[src/rtl/simple_inst_issue.sv]
// simple_inst_issue: fetch/decode/issue front end ahead of execute.
// Define SIMPLE_ISSUE_PERF_EN to add the issue_count transfer counter.
module simple_inst_issue #(
  parameter int REG_WIDTH  = 64,
  parameter int ADDR_WIDTH = 5,
  parameter int PC_WIDTH   = 16
) (
  input  logic                  clk,
  input  logic                  rst_n,
  input  logic                  start,
  input  logic [PC_WIDTH-1:0]   start_pc,
  output logic                  imem_req,
  output logic [PC_WIDTH-1:0]   imem_addr,
  input  logic                  imem_ack,
  input  logic [31:0]           imem_rdata,
  output logic                  issue_valid,
  input  logic                  issue_ready,
  output logic [ADDR_WIDTH-1:0] inst_rs1,
  output logic [ADDR_WIDTH-1:0] inst_rs2,
  output logic [ADDR_WIDTH-1:0] inst_rd,
  output logic                  inst_immflag,
  output logic [REG_WIDTH-1:0]  imm_data,
  output logic                  halted
`ifdef SIMPLE_ISSUE_PERF_EN
  ,
  output logic [31:0]           issue_count
`endif
);

  typedef enum logic [2:0] {
    S_IDLE,
    S_FETCH,
    S_FETCH_IMM,
    S_ISSUE,
    S_HALT
  } state_e;

  state_e                state_q, state_d;
  logic [PC_WIDTH-1:0]   pc_q, pc_d;
  logic [ADDR_WIDTH-1:0] rs1_q, rs1_d;
  logic [ADDR_WIDTH-1:0] rs2_q, rs2_d;
  logic [ADDR_WIDTH-1:0] rd_q, rd_d;
  logic                  immflag_q, immflag_d;
  logic [REG_WIDTH-1:0]  imm_q, imm_d;
  logic                  halted_q, halted_d;
  logic [31:0]           cnt_q, cnt_d;

  logic                  is_halt;
  logic                  is_long;
  logic                  start_ok;
  logic                  xfer;

  assign is_halt  = (imem_rdata == 32'hFFFF_FFFF);
  assign is_long  = imem_rdata[15] & imem_rdata[16];
  assign start_ok = start &
                    ((state_q == S_IDLE) | (state_q == S_HALT));
  assign xfer     = (state_q == S_ISSUE) & issue_ready;

  // Next-state, pc and decoded-field update.
  always_comb begin
    state_d   = state_q;
    pc_d      = pc_q;
    rs1_d     = rs1_q;
    rs2_d     = rs2_q;
    rd_d      = rd_q;
    immflag_d = immflag_q;
    imm_d     = imm_q;
    halted_d  = halted_q;
    unique case (state_q)
      S_IDLE: begin
        if (start) begin
          pc_d    = start_pc;
          state_d = S_FETCH;
        end
      end
      S_FETCH: begin
        if (imem_ack) begin
          pc_d      = pc_q + PC_WIDTH'(1);
          rd_d      = imem_rdata[4:0];
          rs1_d     = imem_rdata[9:5];
          rs2_d     = imem_rdata[14:10];
          immflag_d = imem_rdata[15];
          imm_d     = '0;
          if (imem_rdata[15] & !imem_rdata[16])
            imm_d = {{(REG_WIDTH-15){imem_rdata[31]}},
                     imem_rdata[31:17]};
          if (is_halt) begin
            halted_d = 1'b1;
            state_d  = S_HALT;
          end else if (is_long) begin
            state_d = S_FETCH_IMM;
          end else begin
            state_d = S_ISSUE;
          end
        end
      end
      S_FETCH_IMM: begin
        if (imem_ack) begin
          pc_d    = pc_q + PC_WIDTH'(1);
          imm_d   = {{(REG_WIDTH-32){imem_rdata[31]}},
                     imem_rdata};
          state_d = S_ISSUE;
        end
      end
      S_ISSUE: begin
        if (issue_ready) state_d = S_FETCH;
      end
      S_HALT: begin
        if (start) begin
          halted_d = 1'b0;
          pc_d     = start_pc;
          state_d  = S_FETCH;
        end
      end
      default: state_d = S_IDLE;
    endcase
  end

  // Transfer counter, restarted by every accepted start.
  always_comb begin
    cnt_d = cnt_q;
    if (start_ok)  cnt_d = '0;
    else if (xfer) cnt_d = cnt_q + 32'd1;
  end

  // State registers.
  always_ff @(posedge clk or negedge rst_n) begin
    if (!rst_n) begin
      state_q   <= S_IDLE;
      pc_q      <= '0;
      rs1_q     <= '0;
      rs2_q     <= '0;
      rd_q      <= '0;
      immflag_q <= 1'b0;
      imm_q     <= '0;
      halted_q  <= 1'b0;
      cnt_q     <= '0;
    end else begin
      state_q   <= state_d;
      pc_q      <= pc_d;
      rs1_q     <= rs1_d;
      rs2_q     <= rs2_d;
      rd_q      <= rd_d;
      immflag_q <= immflag_d;
      imm_q     <= imm_d;
      halted_q  <= halted_d;
      cnt_q     <= cnt_d;
    end
  end

  assign imem_req     = (state_q == S_FETCH) |
                        (state_q == S_FETCH_IMM);
  assign imem_addr    = imem_req ? pc_q : '0;
  assign issue_valid  = (state_q == S_ISSUE);
  assign inst_rs1     = rs1_q;
  assign inst_rs2     = rs2_q;
  assign inst_rd      = rd_q;
  assign inst_immflag = immflag_q;
  assign imm_data     = imm_q;
  assign halted       = halted_q;

`ifdef SIMPLE_ISSUE_PERF_EN
  assign issue_count = cnt_q;
`else
  logic unused_cnt;
  assign unused_cnt = ^cnt_q;
`endif

endmodule
[config.mk]
export PLATFORM = sky130hd
export DESIGN_NAME = simple_inst_issue
export DESIGN_NICKNAME = d
export VERILOG_FILES = /design/src/rtl/simple_inst_issue.sv
export SDC_FILE = /design/constraint.sdc
export NUM_CORES = 1
export LEC_CHECK = 0
export CAP_MARGIN = 5
export CORE_MARGIN = 4
export CORE_UTILIZATION = 47
export CTS_CLUSTER_DIAMETER = 80
export CTS_CLUSTER_SIZE = 16
export DETAILED_ROUTE_END_ITERATION = 10
export PLACE_DENSITY_LB_ADDON = 0.15
export SYNTH_ARGS = -nofsm -noshare
export SYNTH_HDL_FRONTEND = slang
export SYNTH_SLANG_ARGS = --single-unit
[constraint.sdc]
create_clock -name clk -period 2.6 [get_ports clk]
set_input_delay 0.52 -clock clk [delete_from_list [all_inputs] [get_ports clk]]
set_output_delay 0.52 -clock clk [all_outputs]
set_load 0.02 [all_outputs]
==> qor.csv <==
stage,metric,value,unit
outcome,status,finished clean,
cts,H-tree levels,3,
yosys,Syn. warnings,0,
power_and_ir_drop,total power,7.95,mW
timing,worst slew pin tran,0.599,ns
cts,CTS buffer count,9,
timing,final setup vio count,0,
route,DR vias,3419,
route,initial DRC count,151,
timing,Final Cycle Share,95.8,%
power_and_ir_drop,Switching Share,44.2,%
critical_path,Setup crit start kind,flop,
timing,final hold vios,0,
cells_and_area,n_diodes,0,
route,Highest Signal Layer,met4,
yosys,Post-synth top flop,dfrtp_1,
critical_path,critical path's slowest cell,clkdlybuf4s50_1,
route,Vias/cell,5.51,
timing,fmax,0.401,GHz
global_route,largest net degree at the start of global routing,69,
cts,CTS tree,done,
power_and_ir_drop,VDD IR max,0.699,mV
global_route,number of global-route vias before repair,3390,
route,post-DR wirelength/cell,17.2,um
placement,gp weighted congestion,0.846,
route,final WL,10.7,mm
power_and_ir_drop,Power Internal,4.43,mW
yosys,post-synthesis sequential area ratio,45.5,%
yosys,post-synth cell types,45,
yosys,syn avg cell area,9.37,um^2
timing,slew margin rel.,60.0,%
critical_path,Worst Setup End Kind,primary output,
route,ANT nets after route,0,
power_and_ir_drop,leakage power,2.06,nW
placement,post-detail-place hpwl,7.76,mm
floorplan,row cnt,32,
cts,clock buffer depth,2,
critical_path,CP arrival,1.97,ns
cells_and_area,share of cells above drive strength 1,11.8,%
cells_and_area,"commonest non-fill, non-tap cell in the layout",clkdlybuf4s50_1,
yosys,"EDFF count, synth",0,
timing,RSZ-0062 raised after global routing,no,
floorplan,die height,97.2,um
route,met3 WL,889,um
route,DRC,0,
cts,Worst-path clk slew,0.08,ns
power_and_ir_drop,Switch Pwr,3.51,mW
cts,Post-CTS Hold Buffers,0,
cells_and_area,nets,567,
critical_path,"slowest stage delay, CP",0.54,ns
power_and_ir_drop,Comb pwr share,63.5,%
yosys,Syn Inst Count,399,
yosys,Post-synth ARST share,100,%
critical_path,WP buf/inv,2,
cells_and_area,footprint of the multi-input gates,1610,um^2
route,met1 WL,4.41,mm
cts,root buf cell,clkbuf_8,
critical_path,Top Family by Delay on Critical Path,buffers and inverters,
critical_path,Crit Path Max Fanout,7,
critical_path,crit-path cells,xnor2_2 -> nor2_4 -> buf_4 -> and2_1 -> clkdlybuf4s50_1,
cells_and_area,Register Area,1700,um^2
timing,minimum clock period,2.49,ns
critical_path,Critical Path RT,2.08,ns
timing,Min Hold Slack,0.184,ns
yosys,Synth area leader,dfrtp_1,
job,max cap viols,0,
cells_and_area,most frequent cells in the layout,"clkdlybuf4s50_1 (150), dfrtp_1 (68), nand2_1 (46), nor2_1 (38), a21oi_1 (33)",
route,Pre-antenna DRT Iters,4,
worst_hold_path,hold crit path type,primary input to async pin,
yosys,Yosys top cell area share,45.5,%
cts,clock sinks,68,
route,routed wl met2,5.15,mm
yosys,largest cells by area after synthesis,"dfrtp_1 (46%), buf_4 (7.6%), mux2_2 (4.8%)",
cts,Clock Latency Late Sink,0.35,ns
yosys,mapped cell area,3740,um^2
global_route,first-pass GRT wire length,17.4,mm
global_route,GRT overflow,0,
floorplan,die width,97.2,um
cells_and_area,Layout fillers,613,
yosys,Mapped Nets,453,
power_and_ir_drop,Clock power frac,11.3,%
placement,I/O Buffers,151,
power_and_ir_drop,sequential power share,25.2,%
critical_path,FF-to-FF setup slack,0.75,ns
timing,clk_skew,0.0107,ns
global_route,initial antenna violation count,0,
floorplan,Die Area,9440,um^2
cells_and_area,area delta synth->final,41.3,%
timing,Final Max Tran Viols,0,
yosys,"FF+latch count, synth",68,
floorplan,initial core utilization,48.4,%
floorplan,core box area,7730,um^2
global_route,Tot GR Track Use,22.6,%
power_and_ir_drop,PwrDens,1500,nW/um^2
critical_path,CP Class,flop to primary output,
floorplan,I/O pins,152,
-- metal layers --
layer,vias to the layer above,GRT usage (%)
li1,1609,-
met1,1632,29.3
met2,160,35.5
met3,18,6.53
met4,0,9.40
met5,-,0
-- power by group through the flow --
stage | Combinational, mW | Sequential, mW | Clock (mW)
2_1_floorplan | 2.74 | 2.43 | 0
5_1_grt | 5.41 | 2.08 | 0.962
3_3_place_gp | 4.89 | 1.99 | 0
6_report | 5.05 | 2.00 | 0.897
4_1_cts | 5.08 | 2.00 | 0.911
3_5_place_dp | 5.00 | 2.01 | 0
-- flip-flops by register name, indices dropped and copies added (netlist names) --
name / cells
imm_data: 32
pc_q: 16
inst_rd: 5
inst_rs1: 5
inst_rs2: 5
state_q: 3
halted: 1
inst_immflag: 1
-- synthesized netlist by cell type (5+ instances only) --
| master | n |
|---|---|
| dfrtp_1 | 68 |
| a21oi_1 | 33 |
| and2_1 | 18 |
| buf_4 | 38 |
| mux2_2 | 16 |
| a31oi_1 | 16 |
| nand3_1 | 19 |
| buf_2 | 8 |
| a2bb2oi_1 | 5 |
| buf_6 | 7 |
| clkbuf_1 | 9 |
| nand2_1 | 46 |
| nor2_1 | 39 |
| nand4_1 | 15 |
| and3_1 | 5 |
| o21ai_0 | 10 |
-- what timing repair did --
item	4_1_cts	5_1_grt
setup buffers	2	0
setup endpoints to repair	17	0
endpoints found under the hold margin	0	0
resized for setup	3	0
-- cell type report --
type	instances	area share [%]
clock buffers	9	2.34
multi-input cells	265	30.5
flip-flops and latches	68	32.2
well taps	102	2.42
inverters	3	0.213
clock inverters	7	1.44
repair buffers	166	30.9
-- logic make-up (layout without fill, tap and decap cells) --
logic type / Yosys count / count (layout) / share of synthesized area (%)
simple gates: 157 / 157 / 20.8
compound gates: 87 / 87 / 15.4
flops: 68 / 68 / 45.5
buf+inv: 66 / 185 / 12.1
mux: 19 / 19 / 5.62
fa+ha+maj: 1 / 1 / 0.335
xor+xnor: 1 / 1 / 0.234
-- path summary, 6_finish.rpt --
kind	startpoint	endpoint	cells past startpoint
setup / recovery	state_q[0]	imem_addr[2]	5
hold / removal	rst_n	pc_q[14]	2
setup reg to reg	state_q[0]	pc_q[0]	6
hold reg to reg	inst_rd[1]	inst_rd[1]	1
max in group asynchronous	rst_n	imm_data[3]	2
min in group clk	inst_rd[1]	inst_rd[1]	1
-- worst register-to-register path, stage by stage (launching register included) --
cell and delay, ns:
dfrtp_1 0.41, buf_4 0.19, nor2_2 0.36, buf_4 0.27
a221o_2 0.30, o21ai_0 0.13, mux2i_1 0.14
-- metrics by stage --
step                instances  setup slack [ns]  area (um^2)  util (%)  TNS [ns]
finish                    620             0.108         5280      68.4         0
global route              620           0.00186         5280      68.4         0
CTS                       620            0.0892         5280      68.4         0
floorplan                 399             0.585         3740         -         0
global placement          602             0.112         5050      65.4         0
detailed placement        602           -0.0710         5050      65.4    -0.515
No activity file was read; power rests on OpenSTA's default activity.
